### config.mk
export PLATFORM = sky130hd
export DESIGN_NAME = hanoi_step_sched
export DESIGN_NICKNAME = d
export VERILOG_FILES = /design/src/rtl/hanoi_pkg.sv /design/src/rtl/hanoi_tick_gen.sv /design/src/rtl/hanoi_step_sched.sv
export SDC_FILE = /design/constraint.sdc
export NUM_CORES = 1
export LEC_CHECK = 0
export BUFFER_PORTS_ARGS = -buffer_cell sky130_fd_sc_hd__clkbuf_2
export CAP_MARGIN = 40
export CORE_UTILIZATION = 50
export CTS_BUF_LIST = sky130_fd_sc_hd__clkbuf_8
export DETAILED_ROUTE_END_ITERATION = 10
export PLACE_DENSITY = 0.68
export SYNTH_ARGS = -nofsm -noshare
export SYNTH_HDL_FRONTEND = slang
export SYNTH_HIERARCHICAL = 1
export SYNTH_SLANG_ARGS = --single-unit
### constraint.sdc
create_clock -name master_clk -period 5.1 [get_ports master_clk]
set_input_delay 0.51 -clock master_clk [delete_from_list [all_inputs] [get_ports master_clk]]
set_output_delay 0.51 -clock master_clk [all_outputs]
set_load 0.05 [all_outputs]
### src/rtl/hanoi_pkg.sv
// Shared types and constants for the Hanoi step scheduler.
package hanoi_pkg;

   localparam int CLK_HZ_DEF = 100000000;

   localparam logic [1:0] SPD_1HZ = 2'b00;
   localparam logic [1:0] SPD_2HZ = 2'b01;
   localparam logic [1:0] SPD_5HZ = 2'b10;
   localparam logic [1:0] SPD_MAN = 2'b11;

   typedef enum logic [1:0] {
      IDLE  = 2'd0,
      ARMED = 2'd1,
      REQ   = 2'd2,
      DONE  = 2'd3
   } state_t;

endpackage

### src/rtl/hanoi_tick_gen.sv
// 10 Hz prescaler with decade counter and 5 Hz blink; free-running outside reset.
module hanoi_tick_gen
   import hanoi_pkg::*;
#(
   parameter int CLK_HZ = CLK_HZ_DEF
) (
   input  logic       master_clk,
   input  logic       rst,
   output logic       base_tick,
   output logic [3:0] decade,
   output logic       blink
);

   localparam int DIV   = CLK_HZ / 10;
   localparam int CNT_W = (DIV > 1) ? $clog2(DIV) : 1;

   logic [CNT_W-1:0] base_cnt;

   assign base_tick = (base_cnt == CNT_W'(DIV - 1));

   always_ff @(posedge master_clk) begin
      if (rst) begin
         base_cnt <= '0;
         decade   <= 4'd0;
         blink    <= 1'b0;
      end else if (base_tick) begin
         base_cnt <= '0;
         blink    <= ~blink;
         decade   <= (decade == 4'd9) ? 4'd0 : decade + 4'd1;
      end else begin
         base_cnt <= base_cnt + 1'b1;
      end
   end

endmodule

### src/rtl/hanoi_step_sched.sv
// Paces move requests to a Tower-of-Hanoi move engine, automatically or by button.
// Optional acknowledge timeout and ack_err output: define HANOI_ACK_TIMEOUT_EN.
module hanoi_step_sched
   import hanoi_pkg::*;
#(
   parameter int CLK_HZ = CLK_HZ_DEF,
   parameter int MOVE_W = 16
) (
   input  logic              master_clk,
   input  logic              rst,
   input  logic              run,
   input  logic              step_btn,
   input  logic [1:0]        speed_sel,
   input  logic              solved,
   input  logic              move_ack,
   output logic              move_req,
   output logic [MOVE_W-1:0] move_cnt,
   output logic              overrun,
   output logic              blink,
   output logic              done_o
`ifdef HANOI_ACK_TIMEOUT_EN
   ,
   output logic              ack_err
`endif
);

   function automatic logic [MOVE_W-1:0] sat_inc(input logic [MOVE_W-1:0] v);
      return (&v) ? v : v + 1'b1;
   endfunction

   state_t     state, state_nxt;
   logic       base_tick;
   logic [3:0] decade;
   logic       pace_sel, pace_tick, ack_ok;

   hanoi_tick_gen #(.CLK_HZ(CLK_HZ)) u_tick (
      .master_clk (master_clk),
      .rst        (rst),
      .base_tick  (base_tick),
      .decade     (decade),
      .blink      (blink)
   );

   // Speed is decoded combinationally, so a new selection applies at the next base_tick.
   always_comb begin
      pace_sel = 1'b0;
      case (speed_sel)
         SPD_1HZ: pace_sel = (decade == 4'd9);
         SPD_2HZ: pace_sel = (decade == 4'd4) || (decade == 4'd9);
         SPD_5HZ: pace_sel = decade[0];
         default: pace_sel = 1'b0;
      endcase
   end

   assign pace_tick = base_tick & pace_sel;
   assign ack_ok    = move_req & move_ack;

`ifdef HANOI_ACK_TIMEOUT_EN
   logic [9:0] ack_tmr;
   logic       timeout;
   assign timeout = (state == REQ) && !ack_ok && (ack_tmr == 10'h3FF);
`endif

   always_comb begin
      state_nxt = state;
      case (state)
         IDLE: begin
            if (solved)        state_nxt = DONE;
            else if (step_btn) state_nxt = REQ;
            else if (run)      state_nxt = ARMED;
         end
         ARMED: begin
            if (solved)         state_nxt = DONE;
            else if (!run)      state_nxt = IDLE;
            else if (pace_tick) state_nxt = REQ;
         end
         REQ: begin
            // Only the acknowledge (or timeout) may end a handshake.
            if (ack_ok)   state_nxt = solved ? DONE : (run ? ARMED : IDLE);
`ifdef HANOI_ACK_TIMEOUT_EN
            else if (timeout) state_nxt = IDLE;
`endif
         end
         DONE:    state_nxt = DONE;
         default: state_nxt = IDLE;
      endcase
   end

   always_ff @(posedge master_clk) begin
      if (rst) begin
         state    <= IDLE;
         move_req <= 1'b0;
         done_o   <= 1'b0;
         move_cnt <= '0;
         overrun  <= 1'b0;
      end else begin
         state    <= state_nxt;
         move_req <= (state_nxt == REQ);
         done_o   <= (state_nxt == DONE);
         if (ack_ok)
            move_cnt <= sat_inc(move_cnt);
         if (pace_tick && (state == REQ))
            overrun <= 1'b1;
      end
   end

`ifdef HANOI_ACK_TIMEOUT_EN
   always_ff @(posedge master_clk) begin
      if (rst) begin
         ack_tmr <= 10'd0;
         ack_err <= 1'b0;
      end else begin
         ack_tmr <= (state == REQ) ? ack_tmr + 10'd1 : 10'd0;
         if (timeout)
            ack_err <= 1'b1;
      end
   end
`endif

endmodule

==> impl_metrics.csv <==
group,metric,value,unit
sta,fin_crit_sh,0.416,
detailed_routing,dr.pass1.iters,4,
floorplanning,die_h,73.2,um
yosys,synth.distinct_cells,54,
global_routing,grt_max_degree,43,
clocking,cts_setup_buffers,0,
clocking,cts_resized,0,
sta,drv_slew,0,
detailed_routing,detail-route-antenna-nets,0,
floorplanning,io_pins,28,
setup_path,setup.worst_path.class,"reg -> reg",
pwr,p_switching,160,uW
yosys,synth-seq-cells,50,
clocking,clock-root-buffer,"clkbuf_8",
clocking,cts_num_sinks,50,
finish,final_cell_mix,"dfxtp_1, nor2_1, clkbuf_2",
pwr,swShare,0.225,
clocking,clk_latency,0.30,ns
detailed_routing,drc_errors,0,
finish,layout-drive-gt1-share,0.160,
sta,rsz0062_at_grt,"no",
setup_path,required,5.30,ns
pwr,fin_total_pwr,714,uW
floorplanning,initial_utilization,0.526,
setup_path,crit_fanout,8,
pwr,seq_power_share,0.565,
clocking,h-tree-depth,2,
global_routing,grt-ovfl-total,0,
detailed_routing,viasPerCell,5.55,
setup_path,critPathArrivalTime,2.32,ns
yosys,ys.flop_type,"dfxtp_1",
pwr,clkPwrFrac,0.378,
finish,multi_input_area,1450,um2
sta,relSlewSlack,0.462,
sta,fin_skew,0.00656,ns
yosys,synth_cells,294,
flow_run,maxCapViolCount,0,
setup_path,end_kind,"flop",
yosys,synth_edf_count,0,
sta,hold_violations,0,
yosys,ys_async_sr_fraction,0,
global_routing,grt_pass1_wl,8430,um
finish,syn2layout_area_growth,10.7,%
sta,tns,0,ns
clocking,hold_buffers,0,
detailed_routing,vias,2142,
detailed_routing,first_iter_violations,117,
pwr,power.internal,553,uW
setup_path,rrSetupSlack,2.98,ns
yosys,avgSynthCellArea,8.63,um2
placed_design,io_buffers,27,
placed_design,gp_congestion,0.798,
outcome,outcome,"finished clean",
finish,n_fill_cell,470,
detailed_routing,drt-wirelength-per-cell,12.8,um
global_routing,grt_usage,0.201,
pwr,power.density,254,nW/um2
clocking,cts_inserted_buffers,5,
clocking,cts_tree,"yes",
setup_path,cp-start-kind,"flop",
detailed_routing,wl,4930,um
finish,regArea,1000,um2
worst_hold_path,holdCritPathClass,"reg -> reg",
clocking,clkSlewWorstSetupHoldPaths,0.09,ns
yosys,ys_seq_area_frac,0.395,
floorplanning,core_area,4820,um2
sta,fin_crit,2.12,ns
floorplanning,fp-row-count,25,
pwr,combinationalPowerShare,0.057,
pwr,vdd_drop_max,0.120,mV
yosys,syn_nets,304,
clocking,clockBufferDepth,2,
sta,fmax,0.472,GHz
pwr,cellLeakagePower,1.02,nW
global_routing,grt_pass1_vias,1871,
sta,tightest_slew,0.807,ns
yosys,synth_area,2540,um2
sta,setup_viol,0,
finish,layout_commonest_cell,"dfxtp_1",
placed_design,dp_hpwl,3450,um
finish,num_antenna_cells,0,
finish,final_nets,328,
global_routing,antenna_found_initial,0,
yosys,synth-warning-count,6,
floorplanning,fp.dieW,73.2,um
floorplanning,die-area,5360,um2
==> power groups by stage <==
stage               logic (mW)  clock network (mW)  registers [mW]
floorplan               0.0233                   0           0.418
global placement        0.0405                   0           0.412
detailed placement      0.0406                   0           0.412
CTS                     0.0407               0.281           0.403
global route            0.0456               0.293           0.405
finish                  0.0404               0.270           0.403
==> critical path: stages (launching register included) <==
cell and delay (ns):
dfxtp_1 0.41, ha_1 0.22, nand2_1 0.10, or4b_1 0.65
o21ai_4 0.27, nor4_2 0.06, mux2_1 0.30
==> layout make-up <==
type,instances,share of cell area
multi-input cells,226,0.517
flip-flops and latches,50,0.357
clock inverters,3,0.0134
clock buffers,5,0.0245
inverters,8,0.0107
repair buffers,27,0.0481
well taps,67,0.0299
==> stage by stage <==
stage | cell area (um2) | worst slack, ns | instances | utilization | hold slack [ns]
6_report | 2810 | 2.98 | 386 | 0.583 | 0.481
5_1_grt | 2810 | 2.77 | 386 | 0.583 | 0.510
4_1_cts | 2810 | 2.99 | 386 | 0.583 | 0.487
3_5_place_dp | 2700 | 3.01 | 378 | 0.561 | 0.465
3_3_place_gp | 2700 | 3.04 | 378 | 0.561 | 0.457
2_1_floorplan | 2540 | 2.78 | 294 | - | 0.440
==> kinds of logic after synthesis <==
| family | synth area share |
|---|---|
| simple gates | 0.330 |
| mux | 0.0335 |
| compound gates | 0.112 |
| fa+ha+maj | 0.00987 |
| xor+xnor | 0.0863 |
| flops | 0.395 |
| buf+inv | 0.0335 |
==> flip-flops by register name (all words and copies together), names as in the netlist <==
name / cells
done_o: 1
move_cnt: 16
move_req: 1
overrun: 1
state: 2
u_tick/base_cnt: 24
u_tick/blink: 1
u_tick/decade: 4
==> final timing paths <==
check | from | to | cells after the start
worst max-delay path | move_cnt[0] | move_cnt[9] | 6
worst min-delay path | u_tick/base_cnt[0] | u_tick/base_cnt[0] | 1
worst max register to register | move_cnt[0] | move_cnt[9] | 6
worst min register to register | u_tick/base_cnt[0] | u_tick/base_cnt[0] | 1
==> metal layers <==
metal	GRT usage	vias up	routed length, um
met2	0.300	38	2100
li1	-	1113	-
met1	0.283	983	2580
met5	0	-	0
met4	0.0675	0	72
met3	0.0456	8	178
==> synth_stat cells, drive strengths merged (2+ instances only) <==
master / n / area share
a21oi: 14 / 0.028
and2: 4 / 0.010
and3: 4 / 0.010
and4: 8 / 0.029
buf: 3 / 0.010
clkbuf: 7 / 0.011
dfxtp: 50 / 0.39
ha: 2 / 0.0099
inv: 8 / 0.012
mux2: 4 / 0.018
mux2i: 4 / 0.016
nand2: 17 / 0.026
nand2b: 2 / 0.0049
nand3: 14 / 0.030
nand4: 14 / 0.039
nor2: 44 / 0.065
nor2b: 7 / 0.017
nor3: 6 / 0.012
nor3b: 3 / 0.0089
nor4: 7 / 0.020
nor4b: 4 / 0.016
o211ai: 2 / 0.0059
o21ai: 13 / 0.030
o221ai: 2 / 0.0069
o31ai: 5 / 0.015
o41ai: 2 / 0.0069
or3: 5 / 0.014
or4: 4 / 0.012
xnor2: 7 / 0.024
xor2: 18 / 0.062
Power figures use the tool's default switching activity.
